## src/rtl/fetch_unit_pkg.sv

```systemverilog
// Shared fetch types: the {pc, instr} packet handed to decode
// and the fetch address helpers.
package fetch_unit_pkg;

  localparam logic [31:0] DEFAULT_RESET_PC = 32'h0000_0000;
  localparam int          INSTR_BYTES      = 4;

  typedef struct packed {
    logic [31:0] pc;
    logic [31:0] instr;
  } fetch_pkt_t;

  function automatic logic [31:0] word_align(
    input logic [31:0] a
  );
    return {a[31:2], 2'b00};
  endfunction

endpackage

```

## src/rtl/fetch_unit_fifo.sv

```systemverilog
// Instruction buffer: registered sync FIFO of fetch packets.
// Flush wins over push and pop in the same cycle.
module fetch_fifo
  import fetch_unit_pkg::*;
#(
  parameter  int DEPTH = 2,
  localparam int AW    = $clog2(DEPTH),
  localparam int CW    = $clog2(DEPTH + 1)
) (
  input  logic          clk,
  input  logic          rst_n,
  input  logic          push,
  input  logic          pop,
  input  logic          flush,
  input  fetch_pkt_t    wdata,
  output fetch_pkt_t    rdata,
  output logic          full,
  output logic          empty,
  output logic [CW-1:0] count
);

  fetch_pkt_t        mem [DEPTH];
  logic [AW-1:0]     wr_ptr;
  logic [AW-1:0]     rd_ptr;
  logic [CW-1:0]     cnt;

  assign rdata = mem[rd_ptr];
  assign count = cnt;
  assign empty = (cnt == '0);
  assign full  = (cnt == CW'(DEPTH));

  always_ff @(posedge clk or negedge rst_n) begin
    if (!rst_n) begin
      wr_ptr <= '0;
      rd_ptr <= '0;
      cnt    <= '0;
      for (int i = 0; i < DEPTH; i++) begin
        mem[i] <= '0;
      end
    end else if (flush) begin
      wr_ptr <= '0;
      rd_ptr <= '0;
      cnt    <= '0;
    end else begin
      if (push) begin
        mem[wr_ptr] <= wdata;
        wr_ptr      <= wr_ptr + AW'(1);
      end
      if (pop) begin
        rd_ptr <= rd_ptr + AW'(1);
      end
      cnt <= cnt + CW'(push) - CW'(pop);
    end
  end

endmodule

```

## src/rtl/fetch_unit.sv

```systemverilog
// Fetch front end: issues imem word reads under a credit limit,
// buffers responses, and squashes stale ones after a redirect.
module fetch_unit
  import fetch_unit_pkg::*;
#(
  parameter logic [31:0] RESET_PC   = DEFAULT_RESET_PC,
  parameter int          FIFO_DEPTH = 2
) (
  input  logic        i_clk,
  input  logic        i_rst_n,
  output logic        o_mem_req_valid,
  output logic [31:0] o_mem_req_addr,
  input  logic        i_mem_req_ready,
  input  logic        i_mem_resp_valid,
  input  logic [31:0] i_mem_resp_data,
  output logic        o_valid,
  output logic [31:0] o_instr,
  output logic [31:0] o_pc,
  input  logic        i_ready,
  input  logic        i_redirect,
  input  logic [31:0] i_redirect_pc
);

  localparam int CW = $clog2(FIFO_DEPTH + 1);

  logic [31:0] fetch_pc;
  logic [31:0] resp_pc;
  logic [CW-1:0] inflight;
  logic [CW-1:0] drop_cnt;
  logic [CW-1:0] fifo_count;
  logic [CW:0]   used;
  logic          run;
  logic          accept;
  logic          push;
  logic          pop;
  logic          full;
  logic          empty;
  fetch_pkt_t    head;
  fetch_pkt_t    pkt;

  assign pop  = o_valid && i_ready && !i_redirect;
  assign push = i_mem_resp_valid && (drop_cnt == '0)
             && !i_redirect;

  // A pop this cycle frees a slot, so it counts as credit.
  assign used = {1'b0, inflight} + {1'b0, fifo_count}
              - (CW+1)'(pop);

  assign o_mem_req_valid = run && !i_redirect
                        && (used < (CW+1)'(FIFO_DEPTH));
  assign o_mem_req_addr  = fetch_pc;
  assign accept = o_mem_req_valid && i_mem_req_ready;

  assign pkt.pc    = resp_pc;
  assign pkt.instr = i_mem_resp_data;

  fetch_fifo #(
    .DEPTH (FIFO_DEPTH)
  ) u_fifo (
    .clk   (i_clk),
    .rst_n (i_rst_n),
    .push  (push),
    .pop   (pop),
    .flush (i_redirect),
    .wdata (pkt),
    .rdata (head),
    .full  (full),
    .empty (empty),
    .count (fifo_count)
  );

  assign o_valid = !empty;
  assign o_instr = head.instr;
  assign o_pc    = head.pc;

  always_ff @(posedge i_clk or negedge i_rst_n) begin
    if (!i_rst_n) begin
      run      <= 1'b0;
      fetch_pc <= RESET_PC;
      resp_pc  <= RESET_PC;
      inflight <= '0;
      drop_cnt <= '0;
    end else begin
      run <= 1'b1;
      assert (!(i_mem_resp_valid && inflight == '0));
      assert (!(push && full && !pop));
      assert (inflight <= CW'(FIFO_DEPTH));
      if (i_redirect) begin
        assert (i_redirect_pc[1:0] == 2'b00);
        fetch_pc <= word_align(i_redirect_pc);
        resp_pc  <= word_align(i_redirect_pc);
        // Every outstanding response is now stale,
        // including ones already marked for drop.
        inflight <= inflight - CW'(i_mem_resp_valid);
        drop_cnt <= inflight - CW'(i_mem_resp_valid);
      end else begin
        if (accept) begin
          fetch_pc <= fetch_pc + 32'(INSTR_BYTES);
        end
        if (push) begin
          resp_pc <= resp_pc + 32'(INSTR_BYTES);
        end
        inflight <= inflight + CW'(accept)
                  - CW'(i_mem_resp_valid);
        if (i_mem_resp_valid && drop_cnt != '0) begin
          drop_cnt <= drop_cnt - CW'(1);
        end
      end
    end
  end

endmodule

```

## config.mk

```make
export PLATFORM = sky130hd
export DESIGN_NAME = fetch_unit
export DESIGN_NICKNAME = d
export VERILOG_FILES = /design/src/rtl/fetch_unit_pkg.sv /design/src/rtl/fetch_unit_fifo.sv /design/src/rtl/fetch_unit.sv
export SDC_FILE = /design/constraint.sdc
export NUM_CORES = 1
export LEC_CHECK = 0
export BUFFER_PORTS_ARGS = -buffer_cell sky130_fd_sc_hd__buf_2
export CORE_ASPECT_RATIO = 1.5
export CORE_MARGIN = 1
export CORE_UTILIZATION = 35
export CTS_BUF_LIST = sky130_fd_sc_hd__clkbuf_8
export DETAILED_ROUTE_END_ITERATION = 7
export PLACE_DENSITY_LB_ADDON = 0.12
export SYNTH_ARGS = -nofsm -noshare
export SYNTH_HDL_FRONTEND = slang
export SYNTH_SLANG_ARGS = --single-unit
```

## constraint.sdc

```tcl
create_clock -name i_clk -period 4.2 [get_ports i_clk]
set_input_delay 0.63 -clock i_clk [delete_from_list [all_inputs] [get_ports i_clk]]
set_output_delay 0.63 -clock i_clk [all_outputs]
set_load 0.01 [all_outputs]
```

Yosys cells after proc, flatten, opt, wreduce, memory -nomap -nowiden
Cells that the tools add are included.
- register bits: 201
- output and inout port bits: 98
- logic and storage cells: 68
- add/sub/neg operators: 12
- reduce and logical (&&, ||, !) cells: 19
- order comparisons: 4
- bitwise logic cells: 3
- muxes and demuxes: 18
- operators by type and width (kind ; number):
    2-to-1 mux 64 bit ; 4
    bitwise mux 128 bit ; 1
    2-to-1 mux 32 bit ; 4
    adder 32 x 3 -> 32 bit (second input constant) ; 2
    demux 64 bit (select 1 bit) ; 1
    nonzero test 2 bit ; 5
    logical AND 1 bit ; 9
    2-to-1 mux 2 bit ; 4
    subtractor 2 x 1 -> 2 bit ; 3
    adder 2 x 1 -> 2 bit ; 2
    greater-or-equal comparator 2 bit (second input constant) ; 2
    zero test 2 bit ; 2
    2-to-1 mux 1 bit ; 4
    inverter 1 -> 2 bit ; 2
    adder 2 x 2 -> 3 bit ; 1
    < comparator 3 x 2 -> 1 bit (second input constant) ; 1
    subtractor 3 x 1 -> 3 bit ; 1
    adder 1 bit (second input constant) ; 2
    zero test 1 bit ; 2
    < comparator 2 x 1 -> 1 bit (second input constant) ; 1
    AND reduction 2 bit ; 1
    subtractor 2 x 1 -> 2 bit (second input constant) ; 1
    inverter 1 bit ; 1

Depth between registers and ports, before layout
Gate-level depths: netlist (run 1).
- depth in word-level cells: 11
- depth in mapped cells: 19
- gate-level depth less buffers: 17

Cells and area by module
A second synthesis (run 1) with hierarchy kept.
- cell total of the unflattened synthesis: 832
- area, all modules: 10146.0 um2
- by module, submodules not included (module ; cells each ; instances ; area an instance (um2) ; sequential area each (um2)):
    fetch_fifo ; 360 ; 1 ; 6058.3 ; 3303.2
    fetch_unit ; 472 ; 1 ; 4087.7 ; 1626.6

Worst setup path before layout (run 1)
No wires, ideal clock.
- path type: input to register
- from: input i_redirect
- to: register inflight[1]
- slack: 0.426 ns
- arrival: 3.694 ns
- path buffers: 4
- data required time: 4.120 ns
- library setup time: 0.080 ns
- cell stages on the path: 18
- cell sequence: clkbuf_1 > clkbuf_1 > nor2_1 > ha_1 > inv_1 > nand2_1 > fa_1 > nand4b_4 > nor2_2 > inv_2 > buf_2 > buf_2 > ha_1 > inv_1 > ha_1 > xnor2_1 > o21ai_0 > xnor2_1
- word-level cells in the longest chain between the ends: 9
- elaborated cells between the ends (all ways): 10
- classes of those cells: 3 x add/sub; 1 x order compare; 1 x mux; 5 x reduce/logical
- RTL lines (item ; line ; source):
    start, declared ; fetch_unit.sv:20 ; input logic i_redirect,
    zero test 1 bit ; fetch_unit.sv:41, fetch_unit.sv:49 ;
    logical AND 1 bit ; fetch_unit.sv:41 ; assign pop = o_valid && i_ready && !i_redirect;
    subtractor 3 x 1 -> 3 bit ; fetch_unit.sv:47 ; - (CW+1)'(pop);
    < comparator 3 x 2 -> 1 bit ; fetch_unit.sv:50 ; && (used < (CW+1)'(FIFO_DEPTH));
    logical AND 1 bit ; fetch_unit.sv:50 ;
    logical AND 1 bit ; fetch_unit.sv:52 ; assign accept = o_mem_req_valid && i_mem_req_ready;
    adder 2 x 1 -> 2 bit ; fetch_unit.sv:103 ; inflight <= inflight + CW'(accept)
    subtractor 2 x 1 -> 2 bit ; fetch_unit.sv:104 ; - CW'(i_mem_resp_valid);
    2-to-1 mux 2 bit (*) ; fetch_unit.sv:88 ; if (i_redirect) begin
    end signal, assigned ; fetch_unit.sv:94 ; inflight <= inflight - CW'(i_mem_resp_valid);
    end signal, assigned ; fetch_unit.sv:103 ;
    end, declared ; fetch_unit.sv:28 ; logic [CW-1:0] inflight;
Every way passes the cells marked *; elsewhere a longest branch is shown, timed or not.
A chain may end at the register's enable or synchronous reset.

Worst setup path in the final report (run 1)
- from: register u_fifo.cnt[1] (netlist: u_fifo.count[1])
- to: output o_mem_req_valid
- word-level cells in the longest chain between the ends: 7
- elaborated cells between the ends (all ways): 8
- classes of those cells: 2 x add/sub; 1 x order compare; 5 x reduce/logical
- RTL lines (item ; line ; source):
    start, declared ; fetch_unit_fifo.sv:25 ; logic [CW-1:0] cnt;
    start signal, assigned ; fetch_unit_fifo.sv:52 ; cnt <= cnt + CW'(push) - CW'(pop);
    zero test 2 bit ; fetch_unit_fifo.sv:29 ; assign empty = (cnt == '0);
    zero test 1 bit ; fetch_unit.sv:72 ; assign o_valid = !empty;
    logical AND 1 bit (2 in a row) ; fetch_unit.sv:41 ;
    subtractor 3 x 1 -> 3 bit (*) ; fetch_unit.sv:47 ;
    < comparator 3 x 2 -> 1 bit (*) ; fetch_unit.sv:50 ;
    logical AND 1 bit (*) ; fetch_unit.sv:50 ;
    end, declared ; fetch_unit.sv:11 ; output logic o_mem_req_valid,
Marks and branches as above.

==> results.yml, run 1 <==
run_status:
  status: "completed"
global_route:
  antenna_found_initial: 0
  grt_pass1_vias: 6615
  met3_usage: 0.0307
  grt_use_met1: 0.223
  busiest_layer: "met2"
  grt_overflow: 0
  grt_use_met2: 0.289
  grt_usage: 0.172
  grt_max_degree: 89
  grt_pass1_wl_um: 36100
worst_setup_path:
  end_kind: "output pin"
  rr_startpoint: "u_fifo.count[1]$_DFF_PN0_"
  cpPeakStageDelay_ns: 0.41
  slowest_stage: "fa_1"
  cp_common_cell: "nand2_1"
  worstSetupPathType: "flop to output pin"
  cp_cell_sequence: "inv_1 > nand2_1 > nand2_1 > nor2_1 > ha_1 > inv_1 > nand2_1 > fa_1 > xnor2_2 > nor3_1 > buf_2"
  rr_worst_depth: 17
  cp_max_fo: 3
  r2r_end: "inflight[1]$_DFF_PN0_"
  rrSetupSlack_ns: 0.99
  critPathArrivalTime_ns: 2.60
  cp-start-kind: "flop"
  critPathRequiredTime_ns: 3.57
layout:
  nNetsFinal: 988
  layout-drive-gt1-share: 0.454
  nFillCells: 2557
  layout-area-overhead-vs-synth_pct: 17.4
  fin_area_um2: 10900
  n_antenna_cell: 0
  register_area_um2: 4830
  multiInputGateArea_um2: 4240
drt:
  vias_per_cell: 5.08
  drtAntennaViolNets: 0
  wl_per_cell_um: 17.8
  routed_wl_um: 22300
  first_pass_iters: 4
  dr_total_vias: 6357
  route.detailed.drc: 0
  drt_iter0_markers: 253
yosys:
  syn_area_um2: 9280
  synth-main-ff-cell: "dfrtp_1"
  seq_area_frac_synth: 0.521
  synthTopCellsByArea: "dfrtp_1, mux2_2, nand2_1"
  synth-compound-area-share: 0.0504
  syn_avg_cell_area_um2: 12.4
  synth_top_area_frac: 0.521
  synth_top_family_by_area: "multiplexers"
  yosys_register_bits: 193
  synthMuxAreaShare: 0.238
  synthSimpleGateAreaFrac: 0.110
  synth_xor_area_frac: 0.0423
  ys_warn_count: 0
  netlist_instances: 751
  synthArstFlopShare: 1.00
  yosys.area.top_type: "dfrtp_1"
  ys_types: 51
  synth_edf_count: 0
  synth_fa_ha_area_frac: 0.0143
power:
  leakagePower_nw: 4.90
  p_per_area_nw_per_um2: 582
  peakVddDrop_mv: 0.241
die:
  dieArea_um2: 27200
  core_area_um2: 25900
  initial_core_util: 0.358
  die_h_um: 201
  rows: 72
  io-pin-count: 168
  die_x_um: 135
sta:
  fmax_mhz: 310
  fin_crit_sh: 0.768
  clock_skew_ns: 0.0175
  rsz0062_at_grt: "no"
  tns_ns: 0
  final_max_slew_viol_count: 0
  max_slew.worst_pin.slew_ns: 0.779
  finalHoldViolCount: 0
  hold_ws_ns: 0.162
  slew_headroom: 0.479
  setup_viol: 0
  finalCriticalPeriod_ns: 3.23
placement:
  place.gp.congestion: 0.861
  portBuffers: 161
  placed_cell_area_um2: 10500
  dp_hpwl_um: 15800
run:
  cap_violations: 0
clocking:
  clk_pin_slew_ns: 0.09
  holdBufCountCts: 0
  clock_latency_ns: 0.47
  cts-resized-gates: 0
  post-cts-setup-buffer-count: 0
  ctsLongestPathBuffers: 2
  cts_sinks: 193
  cts_tree: "yes"
  htreeDepth: 4
  cts-root-buf: "clkbuf_8"
  cts_made_buffers: 17
min_path:
  hp-class: "input pin to async pin"
-- registers in the layout, indices dropped and copies added, names as in the netlist --
signal          flops
o_mem_req_addr     30
u_fifo.count        2
resp_pc            30
u_fifo.rd_ptr       1
u_fifo.wr_ptr       1
drop_cnt            2
run                 1
inflight            2
u_fifo.mem        124
-- worst max-delay path: cells and delay by family (launching register included) --
family	cells	cell delay, ns
buffers and inverters	3	0.35
xor gates and xnor gates	1	0.21
DFF	1	0.37
adders and majority gates	2	0.67
and+or+nand+nor	5	0.55
-- kinds of logic (layout without fill, tap and decap cells) --
group	Yosys count	after routing
multiplexers	196	196
flip-flops	193	193
AND/OR/NAND/NOR	180	180
AO/OA/AOI/OAI	75	75
buffers and inverters	51	216
XOR/XNOR	44	44
adder cells (fa/ha/maj)	10	10
other	2	5
-- metrics by stage --
step	util	setup WS, ns	cells	power (mW)
2_1_floorplan	-	0.427	754	4.37
3_3_place_gp	0.405	0.781	1222	5.17
3_5_place_dp	0.405	0.763	1222	5.21
4_1_cts	0.420	0.878	1252	6.47
5_1_grt	0.420	0.663	1252	6.80
6_report	0.420	0.975	1252	6.34
-- worst max-delay path by stage --
stage                            endpoint  slack [ns]                       from  cells after the start
floorplan           inflight[1]$_DFF_PN0_        0.43                 i_redirect                     18
global placement    inflight[1]$_DFF_PN0_        0.78                    i_ready                     16
detailed placement  inflight[1]$_DFF_PN0_        0.76                    i_ready                     16
CTS                       o_mem_req_valid        0.88  u_fifo.count[1]$_DFF_PN0_                     11
global route        inflight[1]$_DFF_PN0_        0.66  u_fifo.count[1]$_DFF_PN0_                     17
finish                    o_mem_req_valid        0.97  u_fifo.count[1]$_DFF_PN0_                     11
-- per-layer routing --
metal	part of all wire	vias up
met3	0.046	22
met1	0.44	3156
li1	-	3007
met4	0.015	0
met5	0	-
met2	0.50	172
-- cell usage after synthesis (2+ instances only) --
master / instances
nor4_1: 4
o311ai_0: 8
inv_2: 2
o21ai_1: 12
o211ai_1: 11
nor2_1: 23
o21ai_0: 25
nand2b_1: 2
inv_1: 12
a31o_2: 2
and4_1: 2
and3_1: 8
nor4_4: 5
nand3_1: 30
nand4_1: 22
a21oi_1: 7
xnor2_1: 18
nor3_1: 7
nand3_4: 2
clkbuf_1: 11
buf_2: 15
ha_1: 9
nand2_1: 61
dfrtp_1: 193
o221ai_1: 2
a31oi_1: 3
xor2_1: 25
mux2_2: 195
and2_1: 2
buf_4: 4
conb_1: 2
nor2b_1: 2
buf_1: 7
-- placed cells by master, fill, tap and decap left out, types with 4 or more instances in the layout --
master and count:
o311ai_0 8, xnor2_1 18, a21oi_1 7, nand4_1 22
dfrtp_1 192, and3_1 8, conb_1 5, o21ai_1 12
nor4_4 5, nor3_1 7, clkbuf_8 21, xor2_1 25
buf_12 5, o21ai_0 25, buf_4 6, nand2_1 60
nor2_1 23, inv_1 13, buf_2 160, nand3_1 30
ha_1 9, o211ai_1 11, mux2_2 195, nor4_1 4
-- layout make-up --
class / instances / share of cell area
well taps: 333 / 0.0383
inverters: 14 / 0.00483
clock buffers: 20 / 0.0253
clock inverters: 10 / 0.0102
repair buffers: 172 / 0.0881
multi-input cells: 510 / 0.390
flip-flops and latches: 193 / 0.444
-- where the power goes --
group | total, mW | internal, mW | switching [mW]
Combinational | 2.26 | 1.23 | 1.02
Sequential | 2.86 | 2.48 | 0.381
Clock | 1.22 | 0.568 | 0.650
No activity file was read; power rests on OpenSTA's default activity.
==> run 2: changes to the inputs <==
==> constraint.sdc (replaced) <==
create_clock -name i_clk -period 3.3 [get_ports i_clk]
set_input_delay 0.495 -clock i_clk [delete_from_list [all_inputs] [get_ports i_clk]]
set_output_delay 0.495 -clock i_clk [all_outputs]
set_load 0.01 [all_outputs]
==> results.yml, run 2 (same netlist as run 1, synthesis figures left out) <==
worst_setup_path:
  critPathArrivalTime_ns: 3.40
  critPathRequiredTime_ns: 3.64
  slowest_stage: "fa_1"
  cp_cell_sequence: "inv_1 > nand2_1 > nand2_1 > nor2_2 > ha_1 > inv_1 > nand2_1 > fa_1 > nand4b_4 > nor4_4 > nand4_1 > o211ai_1 > o311ai_0"
  worstSetupPathType: "flop to flop"
  cpPeakStageDelay_ns: 0.55
  end_kind: "flop"
  cp_common_cell: "nand2_1"
  crit_buf_inv: 2
  cpLargestDelayFamily: "simple AND/OR/NAND/NOR gates"
  cp_max_fo: 6
  cp-start-kind: "flop"
global_route:
  grt_pass1_vias: 6520
  grt_usage: 0.172
  grt_overflow: 0
  antenna_found_initial: 0
  grt_pass1_wl_um: 35900
  grt_max_degree: 70
die:
  io-pin-count: 168
  core_area_um2: 25900
  initial_core_util: 0.358
  rows: 72
  die_x_um: 135
  dieArea_um2: 27200
  die_h_um: 201
layout:
  layoutNonFillerInstCount: 1256
  layout_commonest_cell: "mux2_2"
  top_register: "u_fifo.mem"
  final_cell_mix: "mux2_2, dfrtp_1, buf_2"
  largest_reg_flops: 124
  layout-area-overhead-vs-synth_pct: 17.5
  layout-drive-gt1-share: 0.459
  n_antenna_cell: 0
  register_area_um2: 4830
  multiInputGateArea_um2: 4250
  nNetsFinal: 991
  nFillCells: 2546
drt:
  wl_per_cell_um: 17.6
  vias_per_cell: 5.06
  routed_wl_um: 22100
  drt_iter0_markers: 254
  dr_total_vias: 6351
  route.detailed.drc: 0
  first_pass_iters: 5
  drtAntennaViolNets: 0
run_status:
  status: "completed"
sta:
  rsz0062_at_grt: "no"
  fmax_mhz: 327
  fin_crit_sh: 0.927
  finalHoldViolCount: 0
  fin_ws_ns: 0.241
  clock_skew_ns: 0.0139
  tns_ns: 0
  hold_ws_ns: 0.0103
  slew_headroom: 0.512
  finalCriticalPeriod_ns: 3.06
  max_slew.worst_pin.slew_ns: 0.726
  final_max_slew_viol_count: 0
  setup_viol: 0
power:
  p_int_mw: 5.40
  p_sw_mw: 2.62
  p_per_area_nw_per_um2: 736
  leakagePower_nw: 4.90
  power_frac_comb: 0.357
  peakVddDrop_mv: 0.314
  p_clk_frac: 0.187
  pwr-share-seq: 0.456
  swShare: 0.327
min_path:
  hp-class: "input pin to async pin"
clocking:
  cts_sinks: 193
  cts_made_buffers: 17
  cts_tree: "yes"
  clock_latency_ns: 0.47
  cts-resized-gates: 0
  htreeDepth: 4
  ctsLongestPathBuffers: 2
  holdBufCountCts: 0
  clk_pin_slew_ns: 0.10
  cts-root-buf: "clkbuf_8"
  post-cts-setup-buffer-count: 0
placement:
  portBuffers: 161
  dp_cells: 1225
  post-place-ws_ns: 0.120
  dp_hpwl_um: 15600
  place.gp.congestion: 0.839
run:
  cap_violations: 0
==> run 2: cell type report <==
class | count | share of cell area
Clock buffer | 21 | 0.0265
Inverter | 14 | 0.00482
Sequential cell | 193 | 0.443
Timing Repair Buffer | 175 | 0.0890
Tap cell | 333 | 0.0382
Multi-Input combinational cell | 510 | 0.390
Clock inverter | 10 | 0.00781
==> run 2: worst reg2reg max path: stages (launching register included) <==
cell and delay, ns:
dfrtp_1 0.37, inv_1 0.11, nand2_1 0.08, nand2_1 0.10
nor2_2 0.05, ha_1 0.26, inv_1 0.07, nand2_1 0.06
fa_1 0.55, nand4b_4 0.14, nor4_4 0.50, nand4_1 0.28
o211ai_1 0.22, o311ai_0 0.14
==> run 2: worst paths after layout <==
path                                       startpoint  slack (ns)  cells after the start                             end
min reg2reg                u_fifo.mem[43]$_DFFE_PN0P_        0.50                      2      u_fifo.mem[43]$_DFFE_PN0P_
max reg2reg                 u_fifo.count[1]$_DFF_PN0_        0.24                     13  o_mem_req_addr[20]$_DFFE_PN0P_
max                         u_fifo.count[1]$_DFF_PN0_        0.24                     13  o_mem_req_addr[20]$_DFFE_PN0P_
min in group i_clk                  i_redirect_pc[24]        0.26                      3  o_mem_req_addr[24]$_DFFE_PN0P_
max in group asynchronous                     i_rst_n        2.41                      2      u_fifo.mem[62]$_DFFE_PN0P_
min                                           i_rst_n        0.01                      1      u_fifo.mem[91]$_DFFE_PN0P_
==> run 2: power by group through the flow <==
| stage | Combinational (mW) | Clock [mW] | Sequential (mW) |
|---|---|---|---|
| after detailed placement | 2.91 | 0 | 3.72 |
| after global placement | 2.88 | 0 | 3.70 |
| final | 2.86 | 1.50 | 3.66 |
| after global routing | 3.14 | 1.67 | 3.78 |
| after CTS | 2.92 | 1.59 | 3.67 |
| after floorplan | 2.01 | 0 | 3.55 |
==> run 2: metrics by stage <==
step | area [um^2] | util | power [mW]
after global placement | 10500 | 0.405 | 6.57
final | 10900 | 0.420 | 8.02
after CTS | 10900 | 0.420 | 8.18
after floorplan | 9330 | - | 5.56
after detailed placement | 10500 | 0.405 | 6.63
after global routing | 10900 | 0.420 | 8.59
==> run 2: routing by layer <==
metal / vias up / track usage / share of wire
met1: 3170 / 0.217 / 0.43
met4: 0 / 0.0582 / 0.017
li1: 3006 / - / -
met5: - / 0 / 0
met3: 22 / 0.0328 / 0.042
met2: 153 / 0.290 / 0.51
